### src/rtl/time_display_scanner_if.sv
// Time digit bus from the timekeeping core plus the multiplexed display pins.
// The time core is the master of the digits; the scanner (slave) drives the display.
interface time_display_scanner_if;
  logic [1:0] H1;
  logic [3:0] H2;
  logic [2:0] M1;
  logic [3:0] M2;
  logic       adjust;
  logic       sel_min;
  logic [3:0] an;
  logic [6:0] seg;
  logic       dp;

  modport master (
    output H1, H2, M1, M2, adjust, sel_min,
    input  an, seg, dp
  );

  modport slave (
    input  H1, H2, M1, M2, adjust, sel_min,
    output an, seg, dp
  );
endinterface

### src/rtl/time_display_scanner.sv
// 4-digit common-anode HH.MM scanner with field blinking in adjust mode and a
// 1 Hz seconds dot on the centre digit in normal mode.
module time_display_scanner #(
  parameter int unsigned SCAN_DIV  = 100000,
  parameter int unsigned BLINK_DIV = 50000000
) (
  input  logic                   clk,
  input  logic                   rst,
  time_display_scanner_if.slave  disp
);

  localparam int unsigned SW = (SCAN_DIV  > 1) ? $clog2(SCAN_DIV)  : 1;
  localparam int unsigned BW = (BLINK_DIV > 1) ? $clog2(BLINK_DIV) : 1;

  logic [SW-1:0] scan_cnt_q, scan_cnt_d;
  logic [1:0]    idx_q, idx_d;
  logic [BW-1:0] blink_cnt_q, blink_cnt_d;
  logic          phase_q, phase_d;
  logic          adj_q;
  logic [3:0]    an_q, an_d;
  logic [6:0]    seg_q, seg_d;
  logic          dp_q, dp_d;

  logic          adj_rise;
  logic          phase_eff;
  logic [3:0]    digit;
  logic          blank;

  always_comb begin
    scan_cnt_d = scan_cnt_q + 1'b1;
    idx_d      = idx_q;
    if (scan_cnt_q == SW'(SCAN_DIV - 1)) begin
      scan_cnt_d = '0;
      idx_d      = idx_q + 1'b1;
    end

    // Entering adjust restarts the blink so the selected field is shown first;
    // the cleared phase is also used for this cycle's output.
    adj_rise    = disp.adjust & ~adj_q;
    blink_cnt_d = blink_cnt_q + 1'b1;
    phase_d     = phase_q;
    if (blink_cnt_q == BW'(BLINK_DIV - 1)) begin
      blink_cnt_d = '0;
      phase_d     = ~phase_q;
    end
    if (adj_rise) begin
      blink_cnt_d = '0;
      phase_d     = 1'b0;
    end
    phase_eff = phase_q & ~adj_rise;

    unique case (idx_q)
      2'd0:    digit = disp.M2;
      2'd1:    digit = {1'b0, disp.M1};
      2'd2:    digit = disp.H2;
      default: digit = {2'b00, disp.H1};
    endcase

    unique case (digit)
      4'd0:    seg_d = 7'b1000000;
      4'd1:    seg_d = 7'b1111001;
      4'd2:    seg_d = 7'b0100100;
      4'd3:    seg_d = 7'b0110000;
      4'd4:    seg_d = 7'b0011001;
      4'd5:    seg_d = 7'b0010010;
      4'd6:    seg_d = 7'b0000010;
      4'd7:    seg_d = 7'b1111000;
      4'd8:    seg_d = 7'b0000000;
      4'd9:    seg_d = 7'b0010000;
      default: seg_d = 7'b1111111;
    endcase

    // idx[1] splits the display into minutes (0,1) and hours (2,3)
    blank = disp.adjust & phase_eff & (disp.sel_min ? ~idx_q[1] : idx_q[1]);
    an_d  = blank ? 4'b1111 : ~(4'b0001 << idx_q);

    dp_d = 1'b1;
    if (idx_q == 2'd2) dp_d = disp.adjust ? 1'b0 : phase_eff;
  end

  always_ff @(posedge clk) begin
    if (rst) begin
      scan_cnt_q  <= '0;
      idx_q       <= '0;
      blink_cnt_q <= '0;
      phase_q     <= 1'b0;
      adj_q       <= 1'b0;
      an_q        <= '1;
      seg_q       <= '1;
      dp_q        <= 1'b1;
    end else begin
      scan_cnt_q  <= scan_cnt_d;
      idx_q       <= idx_d;
      blink_cnt_q <= blink_cnt_d;
      phase_q     <= phase_d;
      adj_q       <= disp.adjust;
      an_q        <= an_d;
      seg_q       <= seg_d;
      dp_q        <= dp_d;
    end
  end

  assign disp.an  = an_q;
  assign disp.seg = seg_q;
  assign disp.dp  = dp_q;

endmodule

### src/flat_wrapper.sv
// flat-port wrapper written by rule: the top's interface ports become plain ports
module time_display_scanner_flat 
#(
  parameter int unsigned SCAN_DIV  = 100000,
  parameter int unsigned BLINK_DIV = 50000000
)
  (clk, rst, disp_H1, disp_H2, disp_M1, disp_M2, disp_adjust, disp_sel_min, disp_an, disp_seg, disp_dp);
  time_display_scanner_if disp_i ();
  input  logic clk;
  input  logic rst;
  input wire logic [$bits(disp_i.H1)-1:0] disp_H1;
  input wire logic [$bits(disp_i.H2)-1:0] disp_H2;
  input wire logic [$bits(disp_i.M1)-1:0] disp_M1;
  input wire logic [$bits(disp_i.M2)-1:0] disp_M2;
  input wire logic [$bits(disp_i.adjust)-1:0] disp_adjust;
  input wire logic [$bits(disp_i.sel_min)-1:0] disp_sel_min;
  output wire logic [$bits(disp_i.an)-1:0] disp_an;
  output wire logic [$bits(disp_i.seg)-1:0] disp_seg;
  output wire logic [$bits(disp_i.dp)-1:0] disp_dp;
  assign disp_i.H1 = disp_H1;
  assign disp_i.H2 = disp_H2;
  assign disp_i.M1 = disp_M1;
  assign disp_i.M2 = disp_M2;
  assign disp_i.adjust = disp_adjust;
  assign disp_i.sel_min = disp_sel_min;
  assign disp_an = disp_i.an;
  assign disp_seg = disp_i.seg;
  assign disp_dp = disp_i.dp;
  time_display_scanner #(.SCAN_DIV(SCAN_DIV), .BLINK_DIV(BLINK_DIV)) u_core (.clk(clk), .rst(rst), .disp(disp_i));
endmodule
### config.mk
export PLATFORM = sky130hd
export DESIGN_NAME = time_display_scanner_flat
export DESIGN_NICKNAME = d
export VERILOG_FILES = /design/src/rtl/time_display_scanner_if.sv /design/src/rtl/time_display_scanner.sv /design/src/flat_wrapper.sv
export SDC_FILE = /design/constraint.sdc
export NUM_CORES = 1
export LEC_CHECK = 0
export BUFFER_PORTS_ARGS = -buffer_cell sky130_fd_sc_hd__buf_2
export CORE_ASPECT_RATIO = 0.5
export CORE_MARGIN = 5
export CORE_UTILIZATION = 31
export DETAILED_ROUTE_END_ITERATION = 7
export GPL_TIMING_DRIVEN = 0
export MAX_ROUTING_LAYER = met4
export PLACE_DENSITY = 0.6
export SLEW_MARGIN = 20
export SYNTH_ARGS = -nofsm -noshare
export SYNTH_HDL_FRONTEND = slang
export SYNTH_SLANG_ARGS = --single-unit
### constraint.sdc
create_clock -name clk -period 2 [get_ports clk]
set_input_delay 0.4 -clock clk [delete_from_list [all_inputs] [get_ports clk]]
set_output_delay 0.4 -clock clk [all_outputs]
set_load 0.01 [all_outputs]
==> results of run 1 <==
==> metrics by stage <==
stage / cell area, µm² / std cells / setup WS (ps) / TNS, ps
after floorplan: 2810 / 315 / 63.6 / 0
after global placement: 3090 / 460 / -164 / -473
after detailed placement: 3090 / 460 / -205 / -698
after CTS: 3480 / 478 / 28.1 / 0
after global routing: 3550 / 478 / -7.00 / -7.00
final: 3550 / 478 / 119 / 0
==> logic make-up after synthesis <==
group | count (synthesis)
buffers and inverters | 23
DFF | 59
xor gates and xnor gates | 25
AOI/OAI and AO/OA | 54
and+or+nand+nor | 139
muxes | 5
adders and majority gates | 10
==> sequential cells by signal, indices dropped and copies added, names as in the netlist <==
register,count
u_core.scan_cnt_q,17
u_core.idx_q,2
u_core.phase_q,1
u_core.disp.seg,7
u_core.disp.an,4
u_core.blink_cnt_q,26
u_core.adj_q,1
u_core.disp.dp,1
==> cells in the mapped netlist, drive strengths merged (2+ instances only) <==
| master | number | area, µm² |
|---|---|---|
| dfxtp | 59 | 1180 |
| nor2 | 33 | 124 |
| nand2 | 22 | 82.6 |
| a21oi | 21 | 109 |
| nand3 | 19 | 95.1 |
| xor2 | 17 | 149 |
| o21ai | 13 | 65.1 |
| and3 | 10 | 62.6 |
| ha | 10 | 125 |
| nand4 | 10 | 92.6 |
| or3 | 10 | 62.6 |
| buf | 9 | 60.1 |
| inv | 9 | 33.8 |
| xnor2 | 8 | 70.1 |
| nor3 | 6 | 35.0 |
| o31ai | 6 | 50.1 |
| and4 | 5 | 43.8 |
| clkbuf | 5 | 20.0 |
| nor4b | 5 | 50.0 |
| a21o | 4 | 30.0 |
| mux2i | 4 | 40.0 |
| nor2b | 4 | 25.0 |
| or4 | 4 | 33.8 |
| nor4 | 3 | 18.8 |
| a222oi | 2 | 20.0 |
| a31oi | 2 | 12.5 |
| and2 | 2 | 12.5 |
| nand2b | 2 | 12.5 |
| or2 | 2 | 12.5 |
==> power breakdown <==
group | switching [mW] | internal, mW
Clock | 0.525 | 1.22
Combinational | 0.0785 | 0.0616
Sequential | 0.0100 | 1.20
Total | 0.613 | 2.48
==> worst paths after layout <==
check	startpoint	end	slack, ps
worst max-delay path	u_core.idx_q[1]$_SDFFE_PP0N_	u_core.disp.seg[1]$_SDFF_PP1_	120
worst min-delay path	disp_adjust	u_core.adj_q$_SDFF_PP0_	360
worst max register to register	u_core.idx_q[1]$_SDFFE_PP0N_	u_core.disp.seg[1]$_SDFF_PP1_	120
worst min register to register	u_core.blink_cnt_q[0]$_SDFF_PP0_	u_core.blink_cnt_q[0]$_SDFF_PP0_	440
==> critical path, cell delays in order (launching register included) <==
cell,delay [ps]
dfxtp_4,400
ha_1,340
a21o_1,140
o21a_1,220
inv_1,140
ha_4,300
o21ai_2,50
a21o_1,180
==> what timing repair did <==
| action | 4_1_cts | 5_1_grt |
|---|---|---|
| setup buffers | 2 | 3 |
| pin swaps | 2 | 6 |
| cloned | 0 | 0 |
| hold endpoints to repair | 0 | 0 |
| setup endpoints to repair | 6 | 36 |
| gates resized for setup | 8 | 13 |
==> routing by layer <==
layer,share of wire,up-vias
met5,0,-
met4,0.013,0
met3,0.029,9
met2,0.49,22
met1,0.47,1087
li1,-,1205
==> layout make-up <==
type	instances	area (µm²)	share of cell area
multi-input combinational	233	1580	0.446
sequential	59	1190	0.335
clock buffer	13	280	0.0790
timing repair buffer	33	178	0.0501
tap	117	146	0.0413
buffer	11	68.8	0.0194
clock inverter	3	67.6	0.0190
inverter	9	36.3	0.0102
==> results.txt, run 1 <==
Status = finished, final reports clean
CP Class = reg2reg
Antenna Nets Post-Route = 0
Clk_lat worst skew = 330 ps
Reg2reg path depth = 7
Most common cell after layout, fill and taps aside = dfxtp_1
GR Util All Layers = 0.118
Die height = 77.3 µm
DRT Wirelength = 6000 µm
Yosys warnings = 0
CTS Root Cell = clkbuf_16
Post-Syn Area = 2810 µm²
Met1 Use GR = 0.138
CP Launch Type = flop
Maximum clock path buffer count = 2
Post-CTS Hold Buffers = 0
Grt total ovfl = 0
Largest net degree at the start of global routing = 11
Met2 usage = 0.188
Critical path endpoint category = flop
# rows = 24
Post-synthesis sequential area ratio = 0.421
Async set-reset flop share out of synthesis = 0
Synth Area in Compound Gates = 0.119
Fill cells = 876
XOR/XNOR Fraction of Synth Area = 0.0780
Number of global-route vias before repair = 2209
Most frequent cells in the layout = dfxtp_1, nor2_1, buf_2
Drt initial violations = 102
Adder-Cell Fraction of Synth Area = 0.0446
Busiest grt layer = met2
Die Area = 11200 µm²
Fin. max-slew vios = 0
Seq cells post-synth = 59
Core ar. = 8770 µm²
Minimum clock period = 1880 ps
Syn avg cell area = 8.91 µm²
Clock sinks = 59
Top_reg_cell synth = dfxtp_1
Clock slew at reported path FFs = 50 ps
Largest family of logic cells by synthesized area = simple AND/OR/NAND/NOR gates
Post-synth EDFFs = 0
Cells after Synth = 315
Hold path cells = 2
Mapped Nets = 342
HP Class = in2reg
CP arrival = 2100 ps
Fmax = 532 MHz
Nets = 383
Worst Path Required = 2220 ps
Initial core utilization = 0.320
DR DRC count = 0
Maximum fanout along the worst path = 9
Die W = 145 µm
Initial antenna violation count = 0
MaxCap Viol Count = 0
TritonCTS clock tree = built
I/O pins = 29
Post-detail-place hpwl = 4180 µm
Gp weighted congestion = 0.813
Vias/cell = 4.86
WL per Instance = 12.5 µm
Clk_skew = 4.25 ps
Post-Synth Simple-Gate Area = 0.278
Post-synthesis mux area share = 0.0183
Hold_ws = 355 ps
Final setup viols = 0
Pwr dens = 873 nW/µm²
CTS buffer count = 9
Final Hold Vio Count = 0
Count of TritonRoute iterations in the first routing pass = 4
IO buf count = 28
GRT met3 Usage = 0.0410
Layout cells sized above 1 = 0.230
Vias = 2323
Layout area overhead = 26.4%
Total power = 3.09 mW
Netlist cell types = 46
P_leak = 1.34 nW
H-tree levels = 3
Final Core Density = 0.405
Global-route wire length before repair = 10300 µm
Peak supply drop = 0.423 mV
Relative slew slack = 0.677
N_diodes = 0
Final Cycle Share = 0.940
Tightest Pin Transition = 485 ps
No activity file was read; power rests on OpenSTA's default activity.
==> run 2, diff against run 1 <==
==> constraint.sdc (replaced) <==
create_clock -name clk -period 1.6 [get_ports clk]
set_input_delay 0.32 -clock clk [delete_from_list [all_inputs] [get_ports clk]]
set_output_delay 0.32 -clock clk [all_outputs]
set_load 0.01 [all_outputs]
==> run 2 against run 1 <==
  * The flow now finishes with violations (setup timing)
  * Sequential share of layout area fell by 2.5 points
  * Non-clock buffer count rose by 23
  * Combinational power rose by 54%
  * Core utilization rose by 4.5 points
  * Critical path depth rose by 1
  * Largest power group unchanged
  * Critical endpoint unchanged
  * Total power rose by 23%
  * Clock power rose by 19%
  * Largest cell class unchanged
==> results.txt, run 2 (synthesis gave the netlist of run 1 again) <==
Status = complete, but fails checks
Failing checks = setup timing
Minimum clock period = 1890 ps
H-tree levels = 3
RR Startpoint = u_core.idx_q[1]$_SDFFE_PP0N_
CP Launch Type = flop
WL per Instance = 12.7 µm
Most frequent cells in the layout = dfxtp_1, nor2_1, buf_2
Largest net degree at the start of global routing = 11
N_diodes = 0
Tightest Pin Transition = 487 ps
Min-Delay Endpoint = u_core.adj_q$_SDFF_PP0_
DRT Wirelength = 6390 µm
CTS Root Cell = clkbuf_16
Clock slew at reported path FFs = 50 ps
CP Class = reg2reg
Antenna Nets Post-Route = 0
Initial antenna violation count = 0
Die height = 77.3 µm
Final Hold Vio Count = 0
Final setup margin = -286 ps
Layout cells sized above 1 = 0.390
Vias/cell = 4.88
Final Cycle Share = 1.18
Peak supply drop = 0.508 mV
Maximum clock path buffer count = 2
Most flop-heavy register = u_core.blink_cnt_q
# rows = 24
TritonCTS clock tree = built
DR DRC count = 0
Core ar. = 8770 µm²
Grt total ovfl = 0
Layout area overhead = 40.5%
Fmax = 530 MHz
Reg-to-Reg End = u_core.disp.seg[1]$_SDFF_PP1_
Initial core utilization = 0.320
Setup TNS after final layout = -1630 ps
P_leak = 1.50 nW
Die W = 145 µm
Nets = 407
Global-route wire length before repair = 10200 µm
HP Class = in2reg
Relative slew slack = 0.675
CTS buffer count = 9
Critical path endpoint category = flop
Pwr dens = 967 nW/µm²
Max FFs per register = 26
CP arrival = 2110 ps
Clk_skew = 3.70 ps
GR Util All Layers = 0.118
Clk_lat worst skew = 330 ps
Hold_ws = 256 ps
IO buf count = 28
Count of TritonRoute iterations in the first routing pass = 4
Drt initial violations = 150
Number of global-route vias before repair = 2245
Worst Min Path Start = disp_adjust
Most common cell after layout, fill and taps aside = dfxtp_1
Die Area = 11200 µm²
Worst Path Required = 1820 ps
Hold path cells = 2
I/O pins = 29
MaxCap Viol Count = 0
Maximum fanout along the worst path = 4
Reg2reg path depth = 8
Clock sinks = 59
Post-CTS Hold Buffers = 0
Gp weighted congestion = 0.770
Post-detail-place hpwl = 4220 µm
Final setup viols = 7
R2R Setup Slk = -290 ps
Vias = 2450
Fin. max-slew vios = 0
RSZ-0062 raised after global routing = true
-- run 2: cell count changes in the layout (fill, tap and decap cells not counted), sizes merged --
cell and delta:
nand4 +1, buf +24, clkbuf -2, clkinv +1
-- run 2: worst max-delay path, cell delays in order (launching register included) --
cell and delay (ps):
dfxtp_4 370, inv_2 40, ha_2 190, a222oi_1 430
a21o_1 220, inv_2 70, ha_4 270, o21ai_2 50
a21o_1 140
-- run 2: repair_timing --
action                     4_1_cts  5_1_grt
setup buffers                    9       16
gates resized for setup         44       49
setup endpoints to repair       46       44
gates cloned                     2        1
pin swaps                       14       23
-- run 2: per-layer routing --
metal	GRT usage	wire (µm)	vias to the layer above
met5	-	0	-
met1	0.140	2900	1159
met2	0.182	3200	27
met4	0.0354	55	0
li1	-	-	1257
met3	0.0503	234	7
-- run 2: cell type report --
cell class,instances,area (µm²)
fill,864,4830
multi-input combinational,234,1730
sequential,59,1220
timing repair buffer,55,354
clock buffer,12,256
tap,117,146
buffer,12,120
clock inverter,4,72.6
inverter,9,36.3
-- run 2: how the worst max path moves through the flow --
stage / from / endpoint / slack [ps]
2_1_floorplan: u_core.idx_q[0]$_SDFFE_PP0N_ / u_core.disp.seg[1]$_SDFF_PP1_ / -160
3_3_place_gp: u_core.idx_q[0]$_SDFFE_PP0N_ / u_core.disp.seg[6]$_SDFF_PP1_ / -420
3_5_place_dp: u_core.idx_q[0]$_SDFFE_PP0N_ / u_core.disp.seg[5]$_SDFF_PP1_ / -440
4_1_cts: u_core.idx_q[0]$_SDFFE_PP0N_ / u_core.disp.seg[1]$_SDFF_PP1_ / -270
5_1_grt: u_core.idx_q[1]$_SDFFE_PP0N_ / u_core.disp.seg[1]$_SDFF_PP1_ / -370
6_report: u_core.idx_q[1]$_SDFFE_PP0N_ / u_core.disp.seg[1]$_SDFF_PP1_ / -290
-- run 2: power breakdown --
| group | switching (mW) | internal (mW) | total, mW |
|---|---|---|---|
| sequential | 0.0169 | 1.49 | 1.51 |
| combinational | 0.110 | 0.106 | 0.216 |
| clock | 0.650 | 1.44 | 2.09 |
| total | 0.777 | 3.04 | 3.81 |
-- run 2: stage by stage --
stage | setup slack, ps | instances | instance area (µm²) | total power [mW] | utilization
floorplan | -163 | 315 | 2840 | 1.64 | -
global placement | -423 | 460 | 3120 | 1.70 | 0.356
detailed placement | -442 | 460 | 3120 | 1.70 | 0.356
CTS | -272 | 487 | 3670 | 3.85 | 0.418
global route | -375 | 502 | 3940 | 3.97 | 0.450
finish | -286 | 502 | 3940 | 3.81 | 0.450
==> run 3, diff against run 2 <==
--- a/config.mk
+++ b/config.mk
@@ -13,6 +13,7 @@
 export GPL_TIMING_DRIVEN = 0
 export MAX_ROUTING_LAYER = met4
 export PLACE_DENSITY = 0.6
+export REMOVE_ABC_BUFFERS = 1
 export SLEW_MARGIN = 20
 export SYNTH_ARGS = -nofsm -noshare
 export SYNTH_HDL_FRONTEND = slang
==> run 3 against run 2 <==
  * Hold slack got worse by 12 ps
  * The flow still finishes with violations (setup timing)
  * Core utilization fell by 1.7 points
  * Clock-buffer cell count did not move
  * First-iteration DRC count fell by 41%
  * Via count fell by 4.8%
  * Total power fell by 3.8%
  * Critical path type unchanged
  * Clock skew rose by 1.5 ps
  * Setup slack improved by 15 ps
  * Die area did not move
  * Non-clock buffer count fell by 13
==> results.txt, run 3 (synthesis gave the netlist of run 1 again) <==
Largest net degree at the start of global routing = 18
Initial antenna violation count = 0
Fmax = 535 MHz
Clock power share = 0.538
Final setup margin = -270 ps
Antenna Nets Post-Route = 0
RSZ-0062 raised after global routing = true
DRT Wirelength = 6080 µm
Die W = 145 µm
Minimum clock period = 1870 ps
WL per Instance = 12.5 µm
Vias/cell = 4.78
Die height = 77.3 µm
TritonCTS clock tree = built
CP Class = reg2reg
Worst Path Required = 1820 ps
Fin cells = 488
Relative slew slack = 0.735
IO buf count = 28
Die Area = 11200 µm²
CTS Root Cell = clkbuf_16
Grt total ovfl = 0
Psw = 0.767 mW
Drt initial violations = 89
Core ar. = 8770 µm²
Post-detail-place hpwl = 3810 µm
Most flop-heavy register = u_core.blink_cnt_q
Placed insts = 447
CP arrival = 2090 ps
Layout area overhead = 35.2%
Crit-path cells = inv_4, ha_4, a222oi_1, buf_4, a21o_1, inv_2, ha_4, o21ai_2, a21o_1
Internal Pwr Total = 2.90 mW
H-tree levels = 3
Max FFs per register = 26
Gp weighted congestion = 0.748
Nets = 393
Maximum fanout along the worst path = 4
Slowest CP cell = dfxtp_4
Clk_skew = 5.24 ps
Most frequent cells in the layout = dfxtp_1, nor2_1, buf_2
# rows = 24
Layout cells sized above 1 = 0.377
Sw Ratio = 0.209
Critical path endpoint category = flop
Worst slack, placed = -655 ps
Worst stage delay on the critical path = 380 ps
MaxCap Viol Count = 0
CTS buffer count = 9
N_diodes = 0
Count of TritonRoute iterations in the first routing pass = 4
Vias = 2332
Final Hold Vio Count = 0
Share of power burned in registers = 0.410
HP Class = in2reg
I/O pins = 29
Clock slew at reported path FFs = 50 ps
Maximum clock path buffer count = 2
Fill cells = 851
Global-route wire length before repair = 9710 µm
Status = complete, but fails checks
Post-CTS Hold Buffers = 0
Fin. max-slew vios = 0
P_leak = 1.42 nW
Number of global-route vias before repair = 2063
DR DRC count = 0
Gate power share = 0.052
Final Cycle Share = 1.17
DP Area = 3040 µm²
Most common cell after layout, fill and taps aside = dfxtp_1
Final setup viols = 7
Failing checks = setup timing
Peak supply drop = 0.622 mV
GR Util All Layers = 0.112
Pwr dens = 967 nW/µm²
Final Core Density = 0.433
Setup TNS after final layout = -1380 ps
Initial core utilization = 0.320
Clk_lat worst skew = 330 ps
Tightest Pin Transition = 392 ps
CP Launch Type = flop
Clock sinks = 59
Final Cell Area = 3790 µm²
[run 3: changes by cell type in the layout (fill, tap and decap cells not counted), sizes merged]
| cell | previous run | this run |
|---|---|---|
| clkinv | 1 | 2 |
| buf | 66 | 54 |
| nand4 | 11 | 10 |
| bufinv | 2 | 1 |
| clkbuf | 13 | 12 |
[run 3: metal layers]
metal,GRT usage,vias up,routed length [µm]
met3,0.0423,9,185
li1,-,1229,-
met4,0.0568,0,125
met1,0.137,1069,2900
met5,-,-,0
met2,0.162,25,2870
[run 3: metrics by stage]
stage	hold WS, ps	power, mW
floorplan	389	1.63
global placement	429	1.69
detailed placement	431	1.69
CTS	229	3.73
global route	284	3.83
finish	244	3.67
[run 3: final timing paths]
check	start	end	slack (ps)	cells after the start
worst max register to register	u_core.idx_q[0]$_SDFFE_PP0N_	u_core.disp.seg[1]$_SDFF_PP1_	-270	9
worst min-delay path	disp_adjust	u_core.adj_q$_SDFF_PP0_	240	2
worst min register to register	u_core.blink_cnt_q[0]$_SDFF_PP0_	u_core.blink_cnt_q[0]$_SDFF_PP0_	430	1
worst max-delay path	u_core.idx_q[0]$_SDFFE_PP0N_	u_core.disp.seg[1]$_SDFF_PP1_	-270	9
[run 3: worst max-delay path: cells and delay by family, from the launching register on]
| family | cells | cell delay, ps |
|---|---|---|
| compound gates | 4 | 660 |
| fa+ha+maj | 2 | 430 |
| buf+inv | 3 | 300 |
| flops | 1 | 380 |
[run 3: layout make-up]
| class | count | area (µm²) | area share |
|---|---|---|---|
| timing repair buffer | 54 | 375 | 0.0989 |
| clock buffer | 12 | 267 | 0.0702 |
| clock inverter | 4 | 47.5 | 0.0125 |
| tap | 117 | 146 | 0.0386 |
| multi-input combinational | 233 | 1700 | 0.448 |
| sequential | 59 | 1220 | 0.322 |
| inverter | 9 | 36.3 | 0.00956 |
[run 3: power by group through the flow]
| stage | registers, mW | clock network [mW] | logic, mW |
|---|---|---|---|
| 2_1_floorplan | 1.55 | 0 | 0.0799 |
| 3_3_place_gp | 1.54 | 0 | 0.148 |
| 3_5_place_dp | 1.54 | 0 | 0.155 |
| 4_1_cts | 1.51 | 2.04 | 0.181 |
| 5_1_grt | 1.51 | 2.11 | 0.212 |
| 6_report | 1.50 | 1.98 | 0.190 |
[run 3: repair_timing]
| item | 4_1_cts | 5_1_grt |
|---|---|---|
| gates resized for setup | 41 | 43 |
| pin swaps | 16 | 14 |
| setup buffers | 12 | 13 |
| setup endpoints to repair | 50 | 50 |
| endpoints found under the hold margin | 0 | 0 |
| cloned | 0 | 0 |
